==> src/rtl/ga_pkg.sv <==
// Shared GA datapath types: crossover mode encodings, mask-generator FSM states and
// the 16-bit LFSR polynomial plus default seed.
package ga_pkg;

    typedef enum logic [1:0] {
        XO_UNIFORM = 2'd0,
        XO_SINGLE  = 2'd1,
        XO_TWO     = 2'd2,
        XO_PASS    = 2'd3
    } xo_mode_t;

    typedef enum logic [1:0] {
        ST_IDLE = 2'd0,
        ST_DRAW = 2'd1,
        ST_DONE = 2'd2
    } xo_state_t;

    // x^16 + x^14 + x^13 + x^11 + 1, expressed as bit positions 15,13,12,10.
    localparam logic [15:0] LFSR_TAPS    = 16'hB400;
    localparam logic [15:0] DEFAULT_SEED = 16'hACE1;

endpackage

==> src/rtl/ga_lfsr16.sv <==
// 16-bit Fibonacci LFSR, shift-left with feedback into bit 0; one step per step_i cycle.
// Load has priority over step, and a zero seed is replaced by 1 so the register never locks up.
module ga_lfsr16
    import ga_pkg::*;
#(
    parameter logic [15:0] SEED = DEFAULT_SEED
) (
    input  logic        clk,
    input  logic        rst_n,
    input  logic        load_i,
    input  logic [15:0] seed_i,
    input  logic        step_i,
    output logic [15:0] state_o
);

    logic [15:0] state_q;
    logic [15:0] state_d;

    always_comb begin
        state_d = state_q;
        if (load_i) begin
            state_d = (seed_i == 16'h0000) ? 16'h0001 : seed_i;
        end else if (step_i) begin
            state_d = {state_q[14:0], ^(state_q & LFSR_TAPS)};
        end
    end

    always_ff @(posedge clk or negedge rst_n) begin
        if (!rst_n) begin
            state_q <= SEED;
        end else begin
            state_q <= state_d;
        end
    end

    assign state_o = state_q;

endmodule

==> src/rtl/crossover_mask_gen.sv <==
// GENES-wide crossover mask generator (uniform / single / two-point / pass), one random draw per cycle.
// Mask appears 1 + draws cycles after accept and is held until mask_ready; new requests wait on busy.
module crossover_mask_gen
    import ga_pkg::*;
#(
    parameter int          GENES  = 8,
    parameter int          PROB_W = 4,
    parameter logic [15:0] SEED   = DEFAULT_SEED
) (
    input  logic              clk,
    input  logic              rst_n,
    input  logic              start,
    input  logic [1:0]        mode,
    input  logic              bias,
    input  logic [PROB_W-1:0] prob,
    input  logic              rand_ext,
    input  logic [PROB_W-1:0] rand_in,
    input  logic              seed_load,
    input  logic [15:0]       seed_in,
    output logic              busy,
    output logic              mask_valid,
    input  logic              mask_ready,
    output logic [GENES-1:0]  mask
);

    localparam int IDX_W = $clog2(GENES);
    localparam int CNT_W = IDX_W + 1;

    localparam logic [CNT_W-1:0] CNT_ZERO  = '0;
    localparam logic [CNT_W-1:0] CNT_ONE   = CNT_W'(1);
    localparam logic [CNT_W-1:0] CNT_TWO   = CNT_W'(2);
    localparam logic [CNT_W-1:0] CNT_GENES = CNT_W'(GENES);
    localparam logic [CNT_W-1:0] CNT_ULAST = CNT_W'(GENES - 1);

    xo_state_t         state_q, state_d;
    xo_mode_t          mode_q;
    logic              bias_q;
    logic [PROB_W-1:0] prob_q;
    logic [CNT_W-1:0]  cnt_q, cnt_d;
    logic              gate_q, gate_d;
    logic [IDX_W-1:0]  pa_q, pa_d;
    logic [GENES-1:0]  raw_q, raw_d;
    logic [GENES-1:0]  mask_q, mask_d;

    logic              accept;
    logic              last_draw;
    logic [15:0]       lfsr_state;
    logic [PROB_W-1:0] r;
    logic              hit;
    logic [CNT_W-1:0]  idx, lo, hi;

    // Bits lo..hi-1 set; hi may equal GENES, hence the extra counter bit.
    function automatic logic [GENES-1:0] span(input logic [CNT_W-1:0] from_i,
                                              input logic [CNT_W-1:0] to_i);
        logic [GENES-1:0] res;
        for (int i = 0; i < GENES; i++) begin
            res[i] = (CNT_W'(i) >= from_i) && (CNT_W'(i) < to_i);
        end
        return res;
    endfunction

    ga_lfsr16 #(.SEED(SEED)) u_lfsr (
        .clk     (clk),
        .rst_n   (rst_n),
        .load_i  (state_q == ST_IDLE && !start && seed_load),
        .seed_i  (seed_in),
        .step_i  (state_q == ST_DRAW && !rand_ext),
        .state_o (lfsr_state)
    );

    generate
        if (PROB_W < 16) begin : g_lfsr_spare
            logic unused_lfsr_bits;
            assign unused_lfsr_bits = ^lfsr_state[15:PROB_W];
        end
    endgenerate

    assign accept = (state_q == ST_IDLE) && start;
    assign r      = rand_ext ? rand_in : lfsr_state[PROB_W-1:0];
    assign hit    = prob_q > r;
    assign idx    = {1'b0, r[IDX_W-1:0]};
    assign lo     = ({1'b0, pa_q} < idx) ? {1'b0, pa_q} : idx;
    assign hi     = ({1'b0, pa_q} < idx) ? idx : {1'b0, pa_q};

    always_comb begin
        case (mode_q)
            XO_UNIFORM: last_draw = (cnt_q == CNT_ULAST);
            XO_SINGLE:  last_draw = (cnt_q == CNT_ONE);
            XO_TWO:     last_draw = (cnt_q == CNT_TWO);
            default:    last_draw = 1'b1;
        endcase
    end

    // FSM: state register
    always_ff @(posedge clk or negedge rst_n) begin
        if (!rst_n) begin
            state_q <= ST_IDLE;
        end else begin
            state_q <= state_d;
        end
    end

    // FSM: next state
    always_comb begin
        state_d = state_q;
        case (state_q)
            ST_IDLE: if (start) state_d = (xo_mode_t'(mode) == XO_PASS) ? ST_DONE : ST_DRAW;
            ST_DRAW: if (last_draw) state_d = ST_DONE;
            ST_DONE: if (mask_ready) state_d = ST_IDLE;
            default: state_d = ST_IDLE;
        endcase
    end

    // FSM: outputs
    always_comb begin
        busy       = (state_q != ST_IDLE);
        mask_valid = (state_q == ST_DONE);
    end

    // Draw datapath: the final draw folds straight into the registered mask.
    always_comb begin
        cnt_d  = cnt_q;
        gate_d = gate_q;
        pa_d   = pa_q;
        raw_d  = raw_q;
        mask_d = mask_q;
        if (accept) begin
            cnt_d  = CNT_ZERO;
            gate_d = 1'b0;
            pa_d   = '0;
            raw_d  = '0;
            if (xo_mode_t'(mode) == XO_PASS) mask_d = {GENES{bias}};
        end else if (state_q == ST_DRAW) begin
            cnt_d = cnt_q + CNT_ONE;
            case (mode_q)
                XO_UNIFORM: raw_d[cnt_q[IDX_W-1:0]] = hit;
                XO_SINGLE: begin
                    if (cnt_q == CNT_ZERO) gate_d = hit;
                    else                   raw_d  = gate_q ? span(idx, CNT_GENES) : '0;
                end
                XO_TWO: begin
                    if (cnt_q == CNT_ZERO)     gate_d = hit;
                    else if (cnt_q == CNT_ONE) pa_d   = r[IDX_W-1:0];
                    else                       raw_d  = gate_q ? span(lo, hi) : '0;
                end
                default: raw_d = '0;
            endcase
            if (last_draw) mask_d = raw_d ^ {GENES{bias_q}};
        end
    end

    always_ff @(posedge clk or negedge rst_n) begin
        if (!rst_n) begin
            mode_q <= XO_UNIFORM;
            bias_q <= 1'b0;
            prob_q <= '0;
            cnt_q  <= '0;
            gate_q <= 1'b0;
            pa_q   <= '0;
            raw_q  <= '0;
            mask_q <= '0;
        end else begin
            if (accept) begin
                mode_q <= xo_mode_t'(mode);
                bias_q <= bias;
                prob_q <= prob;
            end
            cnt_q  <= cnt_d;
            gate_q <= gate_d;
            pa_q   <= pa_d;
            raw_q  <= raw_d;
            mask_q <= mask_d;
        end
    end

    assign mask = mask_q;

endmodule

==> config.mk <==
export PLATFORM = sky130hd
export DESIGN_NAME = crossover_mask_gen
export DESIGN_NICKNAME = d
export VERILOG_FILES = /design/src/rtl/ga_pkg.sv /design/src/rtl/ga_lfsr16.sv /design/src/rtl/crossover_mask_gen.sv
export SDC_FILE = /design/constraint.sdc
export NUM_CORES = 1
export LEC_CHECK = 0
export BUFFER_PORTS_ARGS = -buffer_cell sky130_fd_sc_hd__clkbuf_2
export CORE_UTILIZATION = 30
export DETAILED_ROUTE_END_ITERATION = 8
export PLACE_DENSITY = 0.58
export SYNTH_ARGS = -nofsm -noshare
export SYNTH_HDL_FRONTEND = slang
export SYNTH_HIERARCHICAL = 1
export SYNTH_SLANG_ARGS = --single-unit
export TNS_END_PERCENT = 1
==> constraint.sdc <==
create_clock -name clk -period 2.75 [get_ports clk]
set_clock_uncertainty 0.1 [all_clocks]
set_input_delay 0.825 -clock clk [delete_from_list [all_inputs] [get_ports clk]]
set_output_delay 0.825 -clock clk [all_outputs]
set_load 0.05 [all_outputs]
### After elaboration in Yosys (flattened, before gate mapping)

Index checks and enable logic that the tools add are counted.

| word-level totals | value |
|---|---|
| register bits after elaboration | 49 |
| bits of input ports | 33 |
| output and inout bits | 10 |

| cells by class | value |
|---|---|
| equality and inequality tests | 13 |
| $lt $le $gt $ge | 28 |
| muxes and demuxes | 40 |
| $add $sub $neg | 1 |
| bitwise logic cells | 1 |
| reduce and logical (&&, ||, !) cells | 33 |

Operator list:

| cell | count |
|---|---|
| $mux W8 | 13 |
| $mux W16 | 3 |
| $ge A3 B3 Y1 const A | 8 |
| $pmux W8 S3 | 1 |
| $mux W3 | 7 |
| $logic_not A16 Y1 | 1 |
| $reduce_bool A2 Y1 | 8 |
| $reduce_xor A16 Y1 | 1 |
| $logic_and A1 B1 Y1 | 13 |
| $ge A1 B3 Y1 const A | 4 |
| $ge A2 B3 Y1 const A | 4 |
| $lt A3 B3 Y1 const A | 4 |
| $mux W4 | 3 |
| $reduce_and A3 Y1 | 3 |
| $bwmux W8 | 1 |
| $mux W2 | 4 |
| $xor A8 B8 Y8 | 1 |
| $eq A2 B2 Y1 const B | 3 |
| $lt A1 B3 Y1 const A | 2 |
| $lt A2 B3 Y1 const A | 2 |
| $ne A2 B2 Y1 const B | 3 |
| $pmux W2 S3 | 1 |
| $mux W1 | 5 |
| $add A4 B1 Y4 const B | 1 |
| 16 further kinds | 20 |

### Depth between registers and ports, before layout

| depth | value |
|---|---|
| depth in word-level cells | 15 |
| depth in mapped cells | 10 |
| gate-level depth less buffers | 9 |

### Cells and area by module

Netlist, hierarchy kept.

By module, submodules not included:

| module | instances | area each (um^2) | cells each | sequential area each (um^2) |
|---|---|---|---|---|
| crossover_mask_gen | 1 | 2771.4 | 315 | 825.8 |
| ga_lfsr16 | 1 | 804.5 | 77 | 410.4 |

### Worst setup path after synthesis

No wires, ideal clock.

| timing path | value |
|---|---|
| path type | input to register |
| from | input port rand_ext |
| to | register mask_q[6], in the netlist mask[6] |
| arrival time | 3169 ps |
| buffers on the path | 1 |
| stages | 9 |
| setup slack | -592 ps |
| cells stage by stage | buf_6 -> mux2i_1 -> ha_1 -> o21bai_1 -> a22oi_4 -> mux2_2 -> a211oi_2 -> mux2_2 -> nor2_1 |

| on the way | value |
|---|---|
| cells in the longest elaborated chain, start to end | 15 |

RTL lines:

| item | RTL line | source |
|---|---|---|
| start, declared | crossover_mask_gen.sv:16 | `input logic rand_ext,` |
| $mux W4 * | crossover_mask_gen.sv:79 | `assign r = rand_ext ? rand_in : lfsr_state[PROB_W-1:0];` |
| $lt A3 B3 Y1 | crossover_mask_gen.sv:82, crossover_mask_gen.sv:83 |  |
| $mux W3 (on tied branches) | crossover_mask_gen.sv:82, crossover_mask_gen.sv:83 |  |
| $ge A3 B3 Y1 or $lt A3 B3 Y1 (tied branches) | crossover_mask_gen.sv:57 | `res[i] = (CNT_W'(i) >= from_i) && (CNT_W'(i) < to_i);` |
| $logic_and A1 B1 Y1 | crossover_mask_gen.sv:57 |  |
| $mux W8 | crossover_mask_gen.sv:144 | `else raw_d = gate_q ? span(lo, hi) : '0;` |
| $mux W8 | crossover_mask_gen.sv:143 | `else if (cnt_q == CNT_ONE) pa_d = r[IDX_W-1:0];` |
| $mux W8 | crossover_mask_gen.sv:142 | `if (cnt_q == CNT_ZERO) gate_d = hit;` |
| $pmux W8 S3 * | crossover_mask_gen.sv:135 | `case (mode_q)` |
| $mux W8 * | crossover_mask_gen.sv:133 | `end else if (state_q == ST_DRAW) begin` |
| $mux W8 * | crossover_mask_gen.sv:127 | `if (accept) begin` |
| $xor A8 B8 Y8 * | crossover_mask_gen.sv:148 | `if (last_draw) mask_d = raw_d ^ {GENES{bias_q}};` |
| $mux W8 * | crossover_mask_gen.sv:148 |  |
| $mux W8 * | crossover_mask_gen.sv:133 |  |
| $mux W8 * | crossover_mask_gen.sv:127 |  |
| end signal, assigned | crossover_mask_gen.sv:172 | `mask_q <= mask_d;` |
| end, declared | crossover_mask_gen.sv:43 | `logic [GENES-1:0] mask_q, mask_d;` |

Every way passes the cells marked *; elsewhere a longest branch is shown, timed or not. The select of a mux whose other input is x is not followed.
A chain may end at the register's enable or synchronous reset.

### Final worst setup path

Ends and elaborated chain as after synthesis.

==> results.py <==
metrics = {
    "routing": {
        "drtIter0Drc": 212,
        "drtAntennaViolNets": 0,
        "vias": 3302,
        "wl_met1_um": 4930,
        "wl_met3_um": 249,
        "avgRoutedWirePerCell_um": 16.4,
        "drc_errors": 0,
        "wl_met2_um": 4820,
        "avgViaCountPerCell": 5.31,
        "first_pass_iters": 5,
        "wirelength_um": 10200,
        "highest_layer": "met4",
    },
    "grt": {
        "track_usage_pct": 17.1,
        "grt_overflow": 0,
        "antenna_found_initial": 0,
        "grt_max_degree": 33,
        "grt_pass1_wl_um": 16900,
        "grt_pass1_vias": 3331,
    },
    "placement": {
        "io_buffers": 42,
        "gp_congestion": 0.883,
        "dp.cells": 609,
        "place_hpwl_um": 7740,
        "dpl_cell_area_um2": 4310,
    },
    "clock_network": {
        "clk_pin_slew_ns": 0.06,
        "cts_buffer_depth": 2,
        "clk_latency_ns": 0.30,
        "cts.sinks": 49,
        "htree_levels": 2,
        "cts_tree": "done",
        "cts_buffers": 5,
        "cts-root-buf": "clkbuf_16",
    },
    "cells_and_area": {
        "postLayoutCellArea_um2": 4750,
        "fin_nets": 527,
        "final_cell_mix": "nand2_1, buf_4, dfrtp_1, clkbuf_2, mux2i_1",
        "diodes": 0,
        "drive_above_1_share_pct": 33.0,
        "final_common_cell": "nand2_1",
        "syn2layout_area_growth_pct": 33.0,
        "stdcell_count": 622,
    },
    "timing": {
        "tns_ns": -0.585,
        "tightest_slew_ns": 0.616,
        "worst_hold_slack_ns": 0.393,
        "fin_ws_ns": -0.134,
        "rsz0062_at_grt": "yes",
        "fin_crit_ns": 2.88,
        "hold_viol_final": 0,
        "maxSlewHeadroom_pct": 59.0,
        "slew_viol_final": 0,
        "setup_violations": 7,
        "period_share_pct": 105,
        "max_freq_mhz": 347,
    },
    "floorplan": {
        "rows": 39,
        "die_h_um": 111,
        "io_pins": 43,
        "die_w_um": 111,
        "start_util_pct": 31.1,
        "core-area_um2": 11500,
        "dieArea_um2": 12400,
    },
    "setup_path": {
        "cp-start-kind": "input port",
        "crit_fanout": 6,
        "cp.arrival_ns": 3.01,
        "worstSetupPathType": "in -> reg",
        "end_kind": "flip-flop",
        "crit_required_ns": 2.88,
    },
    "synth": {
        "ys_async_sr_fraction_pct": 100,
        "syn_avg_cell_area_um2": 9.12,
        "ys_warn_count": 6,
        "synth_edf_count": 0,
        "ys_types": 67,
        "synth_cells": 392,
        "ys_ff_latch": 49,
        "synthesis.area_um2": 3580,
        "synth_fp_nets": 441,
        "yosysSeqAreaShare_pct": 34.6,
        "synth_top_flop_cell": "dfrtp_1",
    },
    "run_status": {
        "violations": "negative setup slack",
        "status": "finished, violations left",
    },
    "pwr": {
        "leakagePower_nw": 2.08,
        "powerDensity_nw_per_um2": 1020,
        "total_power_mw": 4.84,
        "ir_worst_vdd_uv": 461,
    },
    "flow_run": {
        "max_cap_violations": 0,
    },
    "hold_path": {
        "hp-class": "reg -> reg",
    },
}
## critical path, stage by stage
cell and delay [ns]:
clkbuf_16 0.14, mux2_4 0.22, inv_4 0.05, ha_4 0.16, buf_12 0.12, nor3_4 0.29, a22oi_4 0.17, buf_4 0.17
mux2i_2 0.17, a211oi_4 0.30, mux2_4 0.32, nor2_1 0.08
## layer usage
metal | vias up | global-route usage [%]
met5 | - | 0
met4 | 0 | 6.13
met3 | 12 | 2.13
met2 | 59 | 27.6
met1 | 1599 | 23.5
li1 | 1632 | -
## final timing paths
| check | from | to | slack (ns) | cells past startpoint |
|---|---|---|---|---|
| max | rand_ext | mask[6] | -0.13 | 12 |
| min | prob_q[2] | prob_q[2] | 0.39 | 2 |
| max reg2reg | pa_q[2] | mask[3] | 0.16 | 10 |
| min reg2reg | prob_q[2] | prob_q[2] | 0.39 | 2 |
| max in group asynchronous | rst_n | prob_q[3] | 1.54 | 2 |
| min in group asynchronous | rst_n | pa_q[0] | 0.43 | 1 |
## synth_stat cells, drive strengths merged (4+ instances only)
library cell	instances	area share, %
nand2	52	5.5
dfrtp	41	29
o21ai	34	4.8
mux2i	26	7.6
nor2	18	1.9
ha	16	5.6
inv	16	1.7
nand3	13	1.8
a211oi	12	2.9
a21oi	12	1.7
clkbuf	10	1.1
and3	8	1.4
buf	8	1.8
dfstp	8	5.9
nor3	8	1.4
mux2	7	2.2
o211ai	7	1.5
a22oi	6	1.6
and2	6	1.0
nor4	6	1.2
nand2b	5	0.87
nor3b	5	1.0
or3b	5	1.2
a221o	4	1.1
nand4	4	0.70
o21a	4	0.84
## registers in the layout, summed over array words and instances, names as in the netlist
signal          cells
mask                8
pa_q                3
gate_q              1
mode_q              2
u_lfsr/state_o     16
raw_q               8
bias_q              1
prob_q              4
state_q             2
cnt_q               4
## where the power goes
group          leakage [nW]  switching [mW]  internal (mW)
Combinational          1.38            1.63           1.22
Clock                0.0841           0.272          0.455
Sequential            0.619           0.236           1.03
Total                  2.08            2.14           2.70
## stage by stage
step / worst slack (ns) / util [%]
2_1_floorplan: -0.464 / -
3_3_place_gp: -0.571 / 37.5
5_1_grt: -0.215 / 41.3
3_5_place_dp: -0.628 / 37.5
6_report: -0.134 / 41.3
4_1_cts: -0.124 / 40.8
## kinds of logic after synthesis
group           after synthesis  synth area share, %
flops                        49                 34.6
simple gates                147                 21.6
buf+inv                      34                 4.58
fa+ha+maj                    16                 5.60
xor+xnor                      4                0.980
compound gates              109                 22.8
mux                          33                 9.83
## final cells by class
type | instances | area, µm²
Fill cell | 1131 | 6760
Timing Repair Buffer | 97 | 692
Multi-Input combinational cell | 309 | 2410
Inverter | 16 | 65.1
Clock buffer | 7 | 143
Tap cell | 143 | 179
Sequential cell | 49 | 1240
Clock inverter | 1 | 30.0
## what timing repair did
action / 4_1_cts / 5_1_grt
hold buffers: 0 / 0
setup buffers: 3 / 2
pin swaps: 14 / 7
endpoints found under the setup margin: 15 / 13
resized for setup: 33 / 8
Power figures use the tool's default switching activity.
